**config.mk**
```make
export PLATFORM = sky130hd
export DESIGN_NAME = mem_arbiter
export DESIGN_NICKNAME = d
export VERILOG_FILES = /design/src/rtl/mem_arb_defs_pkg.sv /design/src/rtl/mem_arb_pick.sv /design/src/rtl/mem_arbiter.sv
export SDC_FILE = /design/constraint.sdc
export NUM_CORES = 1
export LEC_CHECK = 0
export BUFFER_PORTS_ARGS = -buffer_cell sky130_fd_sc_hd__buf_4
export CAP_MARGIN = 10
export CORE_MARGIN = 2
export CORE_UTILIZATION = 41
export DETAILED_ROUTE_END_ITERATION = 16
export PLACE_DENSITY = 0.79
export SETUP_SLACK_MARGIN = 0.15
export SLEW_MARGIN = 40
export SYNTH_ARGS = -nofsm -noshare
export SYNTH_HDL_FRONTEND = slang
export SYNTH_HIERARCHICAL = 1
export SYNTH_SLANG_ARGS = --single-unit
```
**constraint.sdc**
```tcl
create_clock -name clk -period 1.7 [get_ports clk]
set_input_delay 0.17 -clock clk [delete_from_list [all_inputs] [get_ports clk]]
set_output_delay 0.17 -clock clk [all_outputs]
set_load 0.1 [all_outputs]
```
**src/rtl/mem_arb_defs_pkg.sv**
```systemverilog
// Shared definitions for the two-port memory arbiter: default widths,
// arbitration state encoding and a counter-width helper.
package mem_arb_defs;

    localparam int MEM_ADDR_W    = 13;
    localparam int MEM_DATA_W    = 32;
    localparam int MEM_D_MAX_RUN = 3;

    // Which port received the most recent grant.
    typedef enum logic {
        LAST_I = 1'b0,
        LAST_D = 1'b1
    } arb_state_e;

    // Bits needed to count contested data grants up to max_run inclusive.
    function automatic int run_cnt_w(input int max_run);
        return (max_run < 1) ? 1 : $clog2(max_run + 1);
    endfunction

endpackage

```
**src/rtl/mem_arb_pick.sv**
```systemverilog
// Grant selection: a lone request wins immediately; on contention the data
// port wins until it has taken D_MAX_RUN contested grants in a row.
module mem_arb_pick
    import mem_arb_defs::*;
#(
    parameter int D_MAX_RUN = MEM_D_MAX_RUN,
    parameter int CNT_W     = run_cnt_w(MEM_D_MAX_RUN)
) (
    input  logic             i_ireq,
    input  logic             i_dreq,
    input  logic [CNT_W-1:0] i_run_cnt,
    output logic             o_gnt_i,
    output logic             o_gnt_d
);

    logic w_force_i;

    assign w_force_i = (i_run_cnt == CNT_W'(D_MAX_RUN));

    // Pick at most one winner from the current requests and run count.
    always_comb begin
        o_gnt_i = 1'b0;
        o_gnt_d = 1'b0;
        if (i_ireq && i_dreq) begin
            o_gnt_i = w_force_i;
            o_gnt_d = ~w_force_i;
        end else begin
            o_gnt_i = i_ireq;
            o_gnt_d = i_dreq;
        end
    end

endmodule

```
**src/rtl/mem_arbiter.sv**
```systemverilog
// Two-port (instruction fetch / data) arbiter in front of a single-port
// synchronous memory. Grants and memory controls are combinational from the
// requests and registered state; read data returns one cycle after the ack.
module mem_arbiter
    import mem_arb_defs::*;
#(
    parameter int ADDR_W    = MEM_ADDR_W,
    parameter int DATA_W    = MEM_DATA_W,
    parameter int D_MAX_RUN = MEM_D_MAX_RUN
) (
    input  logic              clk,
    input  logic              rst,
    input  logic              i_req,
    input  logic [ADDR_W-1:0] i_addr,
    output logic              i_ack,
    output logic              i_rvalid,
    output logic [DATA_W-1:0] i_rdata,
    input  logic              d_req,
    input  logic              d_we,
    input  logic [ADDR_W-1:0] d_addr,
    input  logic [DATA_W-1:0] d_wdata,
    output logic              d_ack,
    output logic              d_rvalid,
    output logic [DATA_W-1:0] d_rdata,
    output logic              mem_w_en,
    output logic [ADDR_W-1:0] mem_addr,
    output logic [DATA_W-1:0] mem_d_in,
    input  logic [DATA_W-1:0] mem_d_out
);

    localparam int CNT_W = run_cnt_w(D_MAX_RUN);

    arb_state_e        r_state;
    logic [CNT_W-1:0]  r_run_cnt;
    logic              r_rd_pend;
    logic              r_rd_owner;   // 1 = data port owns the returning word
    logic [ADDR_W-1:0] r_mem_addr;
    logic [DATA_W-1:0] r_mem_d_in;

    logic w_pick_i;
    logic w_pick_d;
    logic w_gnt_i;
    logic w_gnt_d;
    logic w_contested;

    mem_arb_pick #(
        .D_MAX_RUN (D_MAX_RUN),
        .CNT_W     (CNT_W)
    ) u_pick (
        .i_ireq    (i_req),
        .i_dreq    (d_req),
        .i_run_cnt (r_run_cnt),
        .o_gnt_i   (w_pick_i),
        .o_gnt_d   (w_pick_d)
    );

    // Reset suppresses every grant so nothing is issued while rst is high.
    assign w_gnt_i     = w_pick_i & ~rst;
    assign w_gnt_d     = w_pick_d & ~rst;
    assign w_contested = i_req & d_req;

    assign i_ack    = w_gnt_i;
    assign d_ack    = w_gnt_d;
    assign mem_w_en = w_gnt_d & d_we;

    // Read data is shared; only the valid strobes are steered to a port.
    assign i_rdata  = mem_d_out;
    assign d_rdata  = mem_d_out;
    assign i_rvalid = r_rd_pend & ~r_rd_owner & ~rst;
    assign d_rvalid = r_rd_pend &  r_rd_owner & ~rst;

    // Memory address/data follow the winner; they hold when nobody is granted.
    always_comb begin
        mem_addr = r_mem_addr;
        mem_d_in = r_mem_d_in;
        if (w_gnt_i) begin
            mem_addr = i_addr;
        end else if (w_gnt_d) begin
            mem_addr = d_addr;
            mem_d_in = d_wdata;
        end else begin
            mem_addr = r_mem_addr;
            mem_d_in = r_mem_d_in;
        end
    end

    // Arbitration FSM: remember the most recently granted port.
    always_ff @(posedge clk) begin
        if (rst) begin
            r_state <= LAST_D;
        end else if (w_gnt_i) begin
            r_state <= LAST_I;
        end else if (w_gnt_d) begin
            r_state <= LAST_D;
        end else begin
            r_state <= r_state;
        end
    end

    // Contested data-grant run length, saturating, cleared by an instruction grant.
    always_ff @(posedge clk) begin
        if (rst) begin
            r_run_cnt <= {CNT_W{1'b0}};
        end else if (w_gnt_i) begin
            r_run_cnt <= {CNT_W{1'b0}};
        end else if (w_gnt_d && w_contested && (r_run_cnt != CNT_W'(D_MAX_RUN))) begin
            r_run_cnt <= r_run_cnt + CNT_W'(1);
        end else begin
            r_run_cnt <= r_run_cnt;
        end
    end

    // Track which port receives next cycle's memory read word.
    always_ff @(posedge clk) begin
        if (rst) begin
            r_rd_pend  <= 1'b0;
            r_rd_owner <= 1'b0;
        end else begin
            r_rd_pend  <= w_gnt_i | (w_gnt_d & ~d_we);
            r_rd_owner <= w_gnt_d;
        end
    end

    // Remember the last driven memory address and write data for idle cycles.
    always_ff @(posedge clk) begin
        if (rst) begin
            r_mem_addr <= {ADDR_W{1'b0}};
            r_mem_d_in <= {DATA_W{1'b0}};
        end else begin
            r_mem_addr <= mem_addr;
            r_mem_d_in <= mem_d_in;
        end
    end

endmodule
```
# Word level (Yosys, flattened, before mapping)
# Cells that the tools add are included.
# totals
out_inout_bits,114
ff_bits,49
word_cells,32
# classes
n_mux,6
n_eq_ne,2
add_sub_neg,1
n_reduce_logical,4
bitwise_logic,14
# ops
cell,n
$mux W32,2
$mux W13,2
$and A1 B1 Y1,9
$not A1 Y1,4
$logic_and A1 B1 Y1,3
$add A2 B1 Y2 const B,1
$eq A2 B2 Y1 const B,1
$mux W1,2
$ne A2 B2 Y1 const B,1
$reduce_or A2 Y1,1
$or A1 B1 Y1,1

# Logic depth before layout (Yosys ltp)
# Gate-level depths: netlist of run 1.
# depth
ltp_word,6
ltp_mapped,7
depth_no_buf,4

# Cells and area by module
# Netlist of run 1, hierarchy kept.
# modules_own_cells
module,seq_area_each_um2,cells_each,area_each_um2,n_inst
mem_arbiter,980.9,330,3617.2,1
mem_arb_pick,0.0,4,21.3,1

# Worst setup path after synthesis of run 1
# No wires, ideal clock.
# synth_timing
kind,register -> output
start,reg r_run_cnt[0]
end,out mem_addr[12]
stages_incl_launch_ff,7
t_required_ns,1.530
arrival_time_ns,3.436
path_buffers,2
path_slack_ns,-1.906
cell_sequence,dfxtp_1 > nand2_1 > a21boi_1 > buf_6 > clkbuf_1 > nor2b_1 > a221o_1
# synth_via
elab_cells_between_ends,8
# synth_lines
item,line,rtl
from (decl),mem_arbiter.sv:34,logic [CNT_W-1:0] r_run_cnt;
from (signal assigned),mem_arbiter.sv:103,r_run_cnt <= {CNT_W{1'b0}};
from (signal assigned),mem_arbiter.sv:105,r_run_cnt <= {CNT_W{1'b0}};
from (signal assigned),mem_arbiter.sv:107,r_run_cnt <= r_run_cnt + CNT_W'(1);
$eq A2 B2 Y1,mem_arb_pick.sv:18,assign w_force_i = (i_run_cnt == CNT_W'(D_MAX_RUN));
$mux W1,mem_arb_pick.sv:24,if (i_ireq && i_dreq) begin
net w_pick_i,mem_arbiter.sv:40,logic w_pick_i;
$and A1 B1 Y1,mem_arbiter.sv:58,assign w_gnt_i = w_pick_i & ~rst;
net i_ack,mem_arbiter.sv:15,"output logic i_ack,"
$mux W13,mem_arbiter.sv:76,if (w_gnt_i) begin
to (decl),mem_arbiter.sv:26,"output logic [ADDR_W-1:0] mem_addr,"
# The timed path passes the listed nets, and every way through them passes these cells.

# Worst setup path in the final report of run 1
# layout_timing
start,reg r_run_cnt[0]
end,out mem_d_in[21]
# layout_via
elab_chain_len,6
elab_cells_between_ends,8
# layout_rtl
item,line,rtl
$eq A2 B2 Y1,mem_arb_pick.sv:18,
$not A1 Y1,mem_arb_pick.sv:26,o_gnt_d = ~w_force_i;
$mux W1,mem_arb_pick.sv:24,
net w_pick_d,mem_arbiter.sv:41,logic w_pick_d;
$and A1 B1 Y1,mem_arbiter.sv:59,assign w_gnt_d = w_pick_d & ~rst;
$mux W32,mem_arbiter.sv:78,end else if (w_gnt_d) begin
$mux W32,mem_arbiter.sv:76,
to (decl),mem_arbiter.sv:27,"output logic [DATA_W-1:0] mem_d_in,"
# The timed path passes the listed nets, and every way through them passes these cells.

==> results.md, run 1 <==
- Number of buffers created by CTS: 5
- Routability congestion estimate: 0.7671
- Detailed Route WL: 8.384 mm
- Clk Latency, worst-skew pair: 310 ps
- Worst setup skew after layout: 14.00 ps
- Placed Cells incl. Taps: 485
- Upper clock frequency limit: 0.4578 GHz
- Relative slew margins: 0.7111
- Count of routing violations after the opening detailed-route iteration: 32
- Maximum buffer depth of the clock tree: 2
- Most common cell after layout, fill and taps aside: buf_4
- Unrepaired setup endpoints after global routing: true
- Vias per std cell: 5.045
- Vias: ~2,600
- Sequential cell area fraction in the yosys report: 0.2696
- CTS Hold Bufs: 0
- Combinational power share: 0.505
- Core Area: roughly 8700 um2
- Startpoint of the worst hold path: d_wdata[17]
- Switch Pwr: 0.001641 W
- EDFF count, synth: 0
- Endpoint class of the critical path: primary output
- Width of the chip: a little under 100 um
- Power density over the cells: 788.8 nW/um2
- Clock-pin slew on the worst setup and hold paths: 100 ps
- Global route total overflow: 0
- Worst path required time: 1530 ps
- DRC: 0
- Commonest cells after routing, fill and taps aside: buf_4 (88), mux2_4 (60), nor2b_1 (58)
- Number of synthesis warnings: 6
- Switching share of total power: 0.4052
- Maximum fanout count along the critical path: 18
- Largest vdd supply drop: 462.9 uV
- Pint: 0.002409 W
- Transition time at the pin with the least slew margin: between 400 and 500 ps
- Number of input and output port buffers inserted: about 110
- Number of cells in the finished layout apart from fillers: 507
- Top-area cell type share of the netlist area: 0.2696
- CP startpoint: r_run_cnt[0]
- Starting density of the core: 0.4193
- Flip-flop and latch count after synthesis: 49
- Final hold viol count: 0
- Async SR Flop Fraction: 0
- Max cap viols: 0
- Layout Nets: 494
- Antenna violations before repair: 0
- Cell type with the highest aggregate area in the netlist: dfxtp_1
- CTS Root Cell: clkbuf_8
- Portion of the clock cycle consumed by the worst path in the final layout: 1.285
- Post-layout total power: 0.004050 W
- Final-report setup violation count: 75
- Number of nets in the synthesized netlist: 430
- Max-slew violation count: 0
- WHS: 98.83 ps
- First-pass GRT wire length: 13.48 mm
- Post-synthesis instance total: 334
- IO Count: 209
- Routed WL per cell: 16.54 um
- Level count of the clock H-tree: 2
- TritonCTS clock tree: built
- Worst min-delay path class: in -> reg
- Met3 Use GR: 0.04009
- Met1 usage: 0.1951
- Largest net degree at the start of global routing: 44
- Outcome: finished, violations left
- Portion of total power attributed to sequential cells: 0.316
- Detailed-placement wirelength estimate: between 5 and 6 mm
- Synth cell types: 28
- Total Die Area: around 9600 um2
- Layout cell share with drive strength beyond 1: 0.6216
- Startpoint kind of the worst setup timing path: flip-flop
- Summed instance area of the synthesized netlist: 3638 um2
- Die Y: 98.21 um
- GRT Max-Usage Layer: met2
- Vias in the first global route: 2,777
- Data arrival, critical path: 2010 ps
- Area added between synthesis and finish: 41.13%
- Post-route setup slack: -484.1 ps
- Met2 demand-to-capacity share in global routing: 0.3014
- R2r startpoint: r_run_cnt[0]
- Crit path kind: reg -> out
- Top FF cell, synth: dfxtp_1
- Total clock sinks: 49
- Number of iterations in the first detailed-routing pass: 4
- Residual antenna-violating net count after detailed routing: 0
- Top area cells in the synthesized netlist: dfxtp_1 (27%), mux2_4 (25%), buf_4 (13%)
- Total track usage: 0.1671
- Fill cell count: 681
- Failing checks: setup timing
- Syn Area/Cell: around 11 um2
- Relative contribution of the clock network to total power: 0.179
- Site Rows: 34
- Static Leakage: 2.398 nW
- Shortest period the worst path allows: 2184 ps
- Number of antenna repair diodes: 0
-- cell families (layout without fill, tap and decap cells) --
kind of cell             Yosys count  in the layout  synth area share
multiplexers                      79             79            0.3019
AO/OA/AOI/OAI                     30             30           0.07050
AND/OR/NAND/NOR                   83             83            0.1616
flip-flops                        49             49            0.2696
buffers and inverters             92            157            0.1929
adder cells (fa/ha/maj)            1              1          0.003438
-- per-layer routing --
layer	vias up	share of wire	routed length, um
met1	1218	0.40	3370
met4	0	0.013	108
met5	-	0	0
met2	92	0.53	4416
li1	1233	-	-
met3	15	0.058	490
-- power groups by stage --
stage | combinational, W | sequential, W | clock, W
final | 0.00204 | 0.00128 | 0.000724
after global routing | 0.00211 | 0.00129 | 0.000804
after CTS | 0.00201 | 0.00128 | 0.000763
after detailed placement | 0.00169 | 0.00130 | 0
after global placement | 0.00167 | 0.00130 | 0
after floorplan | 0.00207 | 0.00129 | 0
-- critical path, stage by stage (launching register included) --
cell and delay, ps:
dfxtp_2 350, a31oi_4 190, or3b_4 460, buf_16 190, mux2_4 330, buf_12 170
-- layout make-up --
| type | count | area (um2) | share of cell area |
|---|---|---|---|
| Clock buffer | 5 | 68.82 | 0.01340 |
| Inverter | 3 | 15.01 | 0.002924 |
| Tap cell | 108 | 135.1 | 0.02632 |
| Sequential cell | 49 | 983.4 | 0.1915 |
| Multi-Input combinational cell | 193 | 2163 | 0.4213 |
| Timing Repair Buffer | 146 | 1744 | 0.3397 |
| Clock inverter | 3 | 25.02 | 0.004873 |
-- what timing repair did --
action                     CTS  global route
setup endpoints to repair   83            88
setup buffers                3             9
resized for setup          135             3
gates cloned                 1             1
pin swaps                    0             2
-- state kept, by name, summed over array words and instances, names as in the netlist --
register	count
r_mem_d_in	32
r_mem_addr	13
r_rd_owner	1
r_rd_pend	1
r_run_cnt	2
-- worst paths after layout --
check                                       to  slack, ps  depth (start not counted)
worst max register to register  r_mem_d_in[21]       -220                          6
worst min register to register   r_mem_addr[0]        580                          2
worst min-delay path            r_mem_d_in[17]        100                          2
worst max-delay path              mem_d_in[21]       -480                          5
-- per-stage QoR --
step	instance area, um2	TNS (ps)	util	setup WS, ps
6_report	5135	-23790	0.5917	-484.1
5_1_grt	5135	-29480	0.5917	-558.3
4_1_cts	5027	-22070	0.5793	-492.1
3_5_place_dp	4322	-8359	0.4980	-177.4
3_3_place_gp	4322	-6814	0.4980	-157.2
2_1_floorplan	3831	-7426	-	-326.0
-- cell usage after synthesis (6+ instances only) --
library cell and n:
dfxtp_1 49, nor2b_1 60, mux2_4 60, a211oi_1 13, buf_4 64, mux2_2 6, mux2i_1 13, nor4bb_1 9
clkbuf_1 13, buf_12 6, a221o_1 13
Power figures use the tool's default switching activity.
==> inputs of run 2 (changes only) <==
Settings changed: ABC_AREA set to 0, CORE_ASPECT_RATIO set to 1.75.
==> run 2 against run 1 <==
Effect of this change:
- the flow still finishes with violations (setup timing)
- die area is 0.30% higher
- combinational power is 2% higher
- maximum frequency is 2.2% higher
- critical path depth stayed put
- sequential power hardly changed
- first-iteration DRC count is 150% higher
- power is 7.5% higher
- clock skew is 6.7 ps lower
- hold slack better by 19 ps
- final cell count is 2.6% higher
- routed wire length is 6.7% higher
- critical endpoint is now mem_d_in[22]
- largest cell class unchanged
- largest power group unchanged
==> results.md, run 2 (synthesis gave the netlist of run 1 again) <==
- Width of the chip: 75.21 um (was 98.21 um)
- Upper clock frequency limit: 0.4677 GHz (was 0.4578 GHz)
- First-pass GRT wire length: 13.77 mm (was 13.48 mm)
- Cell breakdown of the critical path: a31oi_4 -> or3b_4 -> buf_12 -> mux2_4 -> buf_12 (was a31oi_4 -> or3b_4 -> buf_16 -> mux2_4 -> buf_12)
- Portion of the clock cycle consumed by the worst path in the final layout: 1.258 (was 1.285)
- Commonest cells after routing, fill and taps aside: buf_4 (92), mux2_4 (60), nor2b_1 (58) (was buf_4 (88), mux2_4 (60), nor2b_1 (58))
- Largest register FFs: 32 (unchanged)
- Total clock sinks: 49 (unchanged)
- Crit path kind: reg -> out (unchanged)
- Endpoint class of the critical path: primary output (unchanged)
- Core Area: 8671 um2 (was 8678 um2)
- Site Rows: 45 (was 34)
- Max cap viols: 0 (unchanged)
- Static Leakage: 2.475 nW (was 2.398 nW)
- DRC: 0 (unchanged)
- Max-slew violation count: 0 (unchanged)
- Post-layout total power: 0.004356 W (was 0.004050 W)
- Clock-pin slew on the worst setup and hold paths: 70 ps (was 100 ps)
- Power density over the cells: 813.4 nW/um2 (was 788.8 nW/um2)
- Worst min-delay path class: in -> reg (unchanged)
- Number of buffers created by CTS: 5 (unchanged)
- Final hold viol count: 0 (unchanged)
- Vias per std cell: 5.092 (was 5.045)
- Layout cell share with drive strength beyond 1: 0.6600 (was 0.6216)
- Number of input and output port buffers inserted: 112 (unchanged)
- Peak per-stage delay on the critical path: 470 ps (was 460 ps)
- Starting density of the core: 0.4196 (was 0.4193)
- Vias in the first global route: 2,866 (was 2,777)
- Register with the highest flop count: r_mem_d_in (unchanged)
- Maximum fanout count along the critical path: 15 (was 18)
- Cells on Worst Hold Path: 2 (unchanged)
- CTS Root Cell: clkbuf_16 (was clkbuf_8)
- Antenna violations before repair: 0 (unchanged)
- Detailed-placement wirelength estimate: 5.834 mm (was 5.308 mm)
- Number of iterations in the first detailed-routing pass: 4 (unchanged)
- Leading registers by flop count: r_mem_d_in: 32 flops, r_mem_addr: 13 flops, r_run_cnt: 2 flops (unchanged)
- Total track usage: 0.1827 (was 0.1671)
- Residual antenna-violating net count after detailed routing: 0 (unchanged)
- Detailed Route WL: 8.943 mm (was 8.384 mm)
- TritonCTS clock tree: built (unchanged)
- Startpoint kind of the worst setup timing path: flip-flop (unchanged)
- Count of routing violations after the opening detailed-route iteration: 79 (was 32)
- Cell depth of the worst flop-to-flop path: 6 (unchanged)
- Shortest period the worst path allows: 2138 ps (was 2184 ps)
- Maximum buffer depth of the clock tree: 2 (unchanged)
- Relative slew margins: 0.7604 (was 0.7111)
- Data arrival, critical path: 1970 ps (was 2010 ps)
- Final-report setup violation count: 77 (was 75)
- Area added between synthesis and finish: 47.18% (was 41.13%)
- Worst path required time: 1530 ps (about the same)
- Largest net degree at the start of global routing: 30 (was 44)
- Clk Latency, worst-skew pair: 290 ps (was 310 ps)
- Post-route setup slack: -438.1 ps (was -484.1 ps)
- Unrepaired setup endpoints after global routing: true (unchanged)
- Number of antenna repair diodes: 0 (unchanged)
- Transition time at the pin with the least slew margin: 359.5 ps (was 433.3 ps)
- Total Die Area: 9674 um2 (was 9644 um2)
- Largest vdd supply drop: 427.8 uV (was 462.9 uV)
- Die Y: 128.6 um (was 98.21 um)
- Routability congestion estimate: 0.7292 (was 0.7671)
- Routed WL per cell: 17.20 um (was 16.54 um)
- Share of the core filled with cells in the final layout: 0.6176 (was 0.5917)
- Vias: 2,648 (was 2,558)
- Global route total overflow: 0 (unchanged)
- Outcome: finished, violations left (unchanged)
- Failing checks: setup timing (unchanged)
- Layout Nets: 499 (was 494)
- Worst setup skew after layout: 7.342 ps (was 14.00 ps)
- Level count of the clock H-tree: 2 (unchanged)
- Dominant cell type by count on the critical path: buf_12
- IO Count: 209 (unchanged)
- Cell with the biggest individual delay on the critical path: or3b_4 (unchanged)
- Most common cell after layout, fill and taps aside: buf_4 (unchanged)
-- run 2: changes by cell type in the layout (fill, tap and decap cells not counted), sizes merged --
cell	previous run	this run
buf	144	148
clkbuf	6	9
clkinv	1	0
clkinvlp	2	1
inv	3	2
-- run 2: critical path: cells and delay by family (launching register included) --
family,cells,cell delay [ps]
AO/OA/AOI/OAI,1,180
multiplexers,1,320
buffers and inverters,2,360
flip-flops,1,350
AND/OR/NAND/NOR,1,470
-- run 2: worst paths after layout --
path	from	end	slack, ps
setup / recovery	r_run_cnt[0]	mem_d_in[22]	-440
hold reg to reg	r_mem_addr[0]	r_mem_addr[0]	570
setup reg to reg	r_run_cnt[0]	r_mem_d_in[10]	-210
hold / removal	d_wdata[18]	r_mem_d_in[18]	120
-- run 2: layout make-up --
| class | instances | area, um2 |
|---|---|---|
| Fill cell | 717 | 3316 |
| Multi-Input combinational cell | 193 | 2253 |
| Timing Repair Buffer | 151 | 1812 |
| Sequential cell | 49 | 985.9 |
| Tap cell | 117 | 146.4 |
| Clock buffer | 7 | 142.6 |
| Inverter | 3 | 15.01 |
-- run 2: what timing repair did --
item,in CTS,in global routing
endpoints found under the setup margin,93,95
resized for setup,152,8
gates cloned,1,2
pin swaps,1,1
hold buffers,0,0
setup buffers,11,6
-- run 2: routing by layer --
metal  vias to the layer above  global-route usage  share of wire  wire, um
li1                       1238                   -              -         -
met1                      1269              0.1770           0.34      3056
met2                        83              0.3328           0.54      4798
met3                        58             0.04699          0.069       619
met4                         0              0.1073          0.052       469
met5                         -                   0              0         0
-- run 2: through the flow --
stage / TNS (ps) / worst slack, ps / cell area [um2] / cells / hold WS, ps
floorplan: -7426 / -326.0 / 3831 / 334 / 313.4
CTS: -21240 / -449.3 / 5218 / 512 / 107.8
finish: -22770 / -438.1 / 5355 / 520 / 117.4
detailed placement: -6922 / -186.0 / 4325 / 493 / 341.1
global route: -27280 / -496.4 / 5355 / 520 / 116.2
global placement: -5682 / -165.3 / 4325 / 493 / 341.1
-- run 2: power breakdown --
group | switching [W] | internal, W | leakage [nW]
Clock | 0.000414 | 0.000579 | 0.0700
Combinational | 0.00118 | 0.000903 | 2.00
Sequential | 0.0000478 | 0.00123 | 0.406
Total | 0.00164 | 0.00271 | 2.47
